==> src/rtl/delay_timer_fsm.sv <==
`default_nettype none
// ============================================================================
// Module   : delay_timer_fsm
// Desc     : Start/abort delay timer: counts N busy cycles, then flags done,
//            with optional auto-reload and optional sticky completion flag.
// Revision : 1.0 - initial release
// ============================================================================
module delay_timer_fsm #(
    parameter int unsigned CNT_W       = 8,
    parameter bit          DONE_STICKY = 1'b0
) (
    input  logic             clk_i,
    input  logic             rst_ni,
    input  logic             start_valid_i,
    output logic             start_ready_o,
    input  logic [CNT_W-1:0] cycles_i,
    input  logic             periodic_i,
    input  logic             abort_i,
    output logic             busy_o,
    output logic             done_o,
    output logic [CNT_W-1:0] count_o
);

    localparam logic [1:0]       c_idle    = 2'd0;
    localparam logic [1:0]       c_busy    = 2'd1;
    localparam logic [1:0]       c_done    = 2'd2;
    localparam logic [CNT_W-1:0] c_cnt_one = CNT_W'(1);

    logic [1:0]       r_state;
    logic [1:0]       w_state_nxt;
    logic [CNT_W-1:0] r_cnt;
    logic [CNT_W-1:0] w_cnt_nxt;
    logic [CNT_W-1:0] r_load;
    logic [CNT_W-1:0] w_load_nxt;
    logic             r_per;
    logic             w_per_nxt;

    logic             w_accept;
    logic             w_last;
    logic             w_in_done;

    assign start_ready_o = (r_state == c_idle);
    assign busy_o        = (r_state == c_busy);
    assign w_in_done     = (r_state == c_done);
    assign count_o       = r_cnt;

    assign w_accept = start_ready_o && start_valid_i;
    // Load is never zero while BUSY, so load-1 cannot underflow here.
    assign w_last   = (r_cnt == (r_load - c_cnt_one));

    always_comb begin
        w_state_nxt = r_state;
        w_cnt_nxt   = r_cnt;
        w_load_nxt  = r_load;
        w_per_nxt   = r_per;
        case (r_state)
            c_idle: begin
                if (w_accept) begin
                    w_load_nxt = cycles_i;
                    w_cnt_nxt  = '0;
                    if (cycles_i != '0) begin
                        w_state_nxt = c_busy;
                        w_per_nxt   = periodic_i;
                    end else begin
                        w_state_nxt = c_done;
                        w_per_nxt   = 1'b0;
                    end
                end
            end
            c_busy: begin
                if (abort_i) begin
                    w_state_nxt = c_idle;
                    w_cnt_nxt   = '0;
                    w_per_nxt   = 1'b0;
                end else if (w_last) begin
                    w_state_nxt = c_done;
                end else begin
                    w_cnt_nxt = r_cnt + c_cnt_one;
                end
            end
            c_done: begin
                if (abort_i) begin
                    w_state_nxt = c_idle;
                    w_cnt_nxt   = '0;
                    w_per_nxt   = 1'b0;
                end else if (r_per) begin
                    w_state_nxt = c_busy;
                    w_cnt_nxt   = '0;
                end else begin
                    w_state_nxt = c_idle;
                end
            end
            default: begin
                w_state_nxt = c_idle;
                w_cnt_nxt   = '0;
                w_per_nxt   = 1'b0;
            end
        endcase
    end

    always_ff @(posedge clk_i or negedge rst_ni) begin
        if (!rst_ni) begin
            r_state <= c_idle;
            r_cnt   <= '0;
            r_load  <= '0;
            r_per   <= 1'b0;
        end else begin
            r_state <= w_state_nxt;
            r_cnt   <= w_cnt_nxt;
            r_load  <= w_load_nxt;
            r_per   <= w_per_nxt;
        end
    end

    generate
        if (DONE_STICKY) begin : g_done_sticky
            logic r_sticky;

            // Set only by a non-periodic completion that is not being aborted.
            always_ff @(posedge clk_i or negedge rst_ni) begin
                if (!rst_ni) begin
                    r_sticky <= 1'b0;
                end else if (abort_i || w_accept) begin
                    r_sticky <= 1'b0;
                end else if (w_in_done) begin
                    r_sticky <= !r_per;
                end else if (!start_ready_o) begin
                    r_sticky <= 1'b0;
                end
            end

            assign done_o = w_in_done | r_sticky;
        end else begin : g_done_pulse
            assign done_o = w_in_done;
        end
    endgenerate

endmodule
`default_nettype wire

==> config.mk <==
export PLATFORM = sky130hd
export DESIGN_NAME = delay_timer_fsm
export DESIGN_NICKNAME = d
export VERILOG_FILES = /design/src/rtl/delay_timer_fsm.sv
export SDC_FILE = /design/constraint.sdc
export NUM_CORES = 1
export LEC_CHECK = 0
export CAP_MARGIN = 30
export CELL_PAD_IN_SITES_DETAIL_PLACEMENT = 1
export CELL_PAD_IN_SITES_GLOBAL_PLACEMENT = 2
export CORE_UTILIZATION = 30
export CTS_BUF_LIST = sky130_fd_sc_hd__clkbuf_4 sky130_fd_sc_hd__clkbuf_8
export DETAILED_ROUTE_END_ITERATION = 10
export HOLD_SLACK_MARGIN = 0.03
export PLACE_DENSITY = 0.85
export RECOVER_POWER = 100
export SETUP_SLACK_MARGIN = 0.2
export SLEW_MARGIN = 10
export SYNTH_ARGS = -nofsm -noshare
export SYNTH_HDL_FRONTEND = slang
export SYNTH_SLANG_ARGS = --single-unit
export TNS_END_PERCENT = 1
==> constraint.sdc <==
create_clock -name clk_i -period 2.45 [get_ports clk_i]
set_clock_uncertainty 0.15 [all_clocks]
set_input_delay 0.49 -clock clk_i [delete_from_list [all_inputs] [get_ports clk_i]]
set_output_delay 0.49 -clock clk_i [all_outputs]
set_load 0.01 [all_outputs]
==> flow_summary.yaml <==
run_status:
  status: "finished, final reports clean"
global_routing:
  grt_remaining_overflow: 0
  antenna_found_initial: 0
  use_met2_pct: 33.6
  grt_start_max_net_pins: 20
  top_usage_layer: "met2"
  use_met3_pct: 4.50
  grt.met1_usage_pct: 21.1
  grt_pass1_vias: 1340
  grt_pass1_wl_um: 6290
  track_usage_pct: 18.8
pwr:
  vdd_drop_max_v: 0.000354
  combPwrFrac_pct: 54.9
  leakage_nw: 0.772
  internal_power_mw: 1.02
  power.density_nw_per_um2: 952
  p_seq_share_pct: 31.1
  p_clk_share_pct: 14.0
  swShare_pct: 40.5
  p_switching_mw: 0.692
synthesis:
  synth_top_cell_area_share_pct: 35.9
  async_flop_share_pct: 100
  ys_types: 44
  syn_nets: 155
  yosys_warnings: 0
  synth-main-ff-cell: "dfrtp_1"
  ys_seq_elements: 19
  synth_edf_count: 0
  syn-cell-area_sq_um: 1330
  yosysTopAreaCell: "dfrtp_1"
  ys_seq_area_share_pct: 35.9
  synthTopCellsByArea: "dfrtp_1, mux2_2, ha_1"
  syn_inst: 136
  synth.avg_cell_area_sq_um: 9.74
floorplanning:
  io_pins: 24
  core-area_sq_um: 4120
  die_x_um: 68.5
  die-area_sq_um: 4690
  fp-row-count: 23
  die_y_um: 68.5
  start_util_pct: 32.2
place:
  dpl_cell_area_sq_um: 1680
  gp_congestion: 0.842
  port_buffers: 23
  dp.cells: 216
  dp_hpwl_um: 2900
  place_ws_ns: 0.0236
detailed_routing:
  first_iter_violations: 28
  ant_nets: 0
  wl_per_cell_um: 17.0
  drc: 0
  first_pass_iters: 4
  drt-total-wl_um: 3770
  vias_per_cell: 5.33
  vias: 1184
timing:
  period_needed_ns: 2.32
  fmax_mhz: 431
  whs_ns: 0.425
  period_share_pct: 94.8
  tightest_slew_ns: 1.07
  tns_ns: 0
  report.final.setup_viol: 0
  rsz0062_at_grt: "yes"
  slew_headroom_pct: 28.3
  hold_viol_final: 0
  setup_ws_ns: 0.127
  drv_slew: 0
min_path:
  worst_hold_path_type: "reg2reg"
  hp-start: "r_load[7]$_DFFE_PN0P_"
worst_setup_path:
  cp.arrival_ns: 2.32
  criticalPathCategory: "reg2reg"
  rr_startpoint: "r_load[2]$_DFFE_PN0P_"
  cp-startpoint: "r_load[2]$_DFFE_PN0P_"
  crit_fanout: 6
  critical_path_required_ns: 2.45
  critPathLaunchType: "register"
  endpoint_kind: "register"
cells_and_area:
  diodes: 0
  layout-drive-gt1-share_pct: 24.4
  area.growth.synth_to_final_pct: 35.3
  final_area_sq_um: 1790
  layoutNonFillerInstCount: 222
  fin_nets: 192
clock_tree:
  cts_made_buffers: 3
  clock_path_buffers: 2
  root_buffer: "clkbuf_8"
  htree_levels: 1
  clkTransAtPathRegs_ns: 0.07
  cts_tree: "done"
  clock_latency_ns: 0.26
  clock_sinks: 19
flow_run:
  max_cap_violations: 0
## routing by layer
layer	share of wire, %	vias to the layer above
met1	41	586
li1	-	564
met3	3.8	7
met2	54	27
met5	0	-
met4	1.9	0
## final timing paths
kind                                               end  slack (ns)  cells after the start
worst min-delay path             r_load[7]$_DFFE_PN0P_        0.43                      1
worst min register to register   r_load[7]$_DFFE_PN0P_        0.43                      1
worst max register to register  r_state[0]$_DFFE_PN0P_        0.13                      8
worst max-delay path            r_state[0]$_DFFE_PN0P_        0.13                      8
min in group asynchronous       count_o[4]$_DFFE_PN0P_        0.79                      2
max in group asynchronous       count_o[5]$_DFFE_PN0P_        0.72                      2
## synthesized netlist by cell type (2+ instances only)
library cell and number:
xor2_1 4, or4_1 5, inv_1 10, mux2_2 8, o311ai_1 2, a21oi_1 2
clkbuf_1 2, nor2_1 7, dfrtp_1 19, or3_1 2, nand3_1 8, nand4b_1 2
nor4_1 4, xnor2_2 2, nand2b_1 3, o21ai_2 2, ha_1 6, nor3_1 3
nand2_1 14, o211ai_1 4, xnor2_1 4
## critical path, cell delays in order (launching register included)
cell and delay, ns:
dfrtp_1 0.43, buf_6 0.15, nand2b_4 0.13, o211a_1 0.21, o31a_1 0.30, nor4_4 0.32
buf_4 0.17, o21ai_2 0.05, mux2_4 0.29
## kinds of logic (layout without fill, tap and decap cells)
group | after synthesis | after routing | synth area share (%)
flip-flops | 19 | 19 | 35.9
XOR/XNOR | 10 | 10 | 7.74
AO/OA/AOI/OAI | 22 | 22 | 13.9
AND/OR/NAND/NOR | 56 | 56 | 24.3
multiplexers | 9 | 9 | 7.93
buffers and inverters | 14 | 50 | 4.63
adder cells (fa/ha/maj) | 6 | 6 | 5.67
## per-stage QoR
stage	utilization, %	total power, mW
global placement	40.7	1.33
global route	43.6	1.84
floorplan	-	1.06
finish	43.6	1.71
CTS	42.7	1.67
detailed placement	40.7	1.37
## flip-flops by register name (all words and copies together), names as in the netlist
register	cells
count_o	8
r_load	8
r_per	1
r_state	2
## cell type report
type                       instances  area (sq um)
clock buffer                       4          48.8
fill                             481          2320
inverter                          10          37.5
multi-input combinational        103           841
sequential                        19           475
tap                               50          62.6
timing repair buffer              36           328
## repair_timing
action / 4_1_cts / 5_1_grt
hold buffers: 0 / 0
setup buffers: 0 / 2
setup endpoints to repair: 9 / 13
pin swaps: 2 / 3
gates resized for setup: 8 / 6
## placed cells by master, fill, tap and decap left out, types with 2 or more instances in the layout
master,instances
dfrtp_1,19
nand2_1,14
clkdlybuf4s50_1,12
dlygate4sd3_1,11
buf_4,11
inv_1,8
nand3_1,8
mux2_2,7
nor2_1,7
or4_1,5
ha_1,5
xor2_1,4
xnor2_1,4
o211ai_1,4
nor4_1,3
clkbuf_8,3
inv_2,2
nand2b_4,2
a21oi_1,2
nor3_2,2
nand4b_1,2
nor4_4,2
xnor2_2,2
nand2b_1,2
o311ai_1,2
or3_1,2
o21ai_2,2
## power groups by stage
stage | Sequential (mW) | Clock, mW | Combinational [mW]
global placement | 0.503 | 0 | 0.825
finish | 0.530 | 0.239 | 0.938
CTS | 0.510 | 0.243 | 0.913
detailed placement | 0.507 | 0 | 0.868
floorplan | 0.515 | 0 | 0.550
global route | 0.542 | 0.262 | 1.03
No activity file was read; power rests on OpenSTA's default activity.
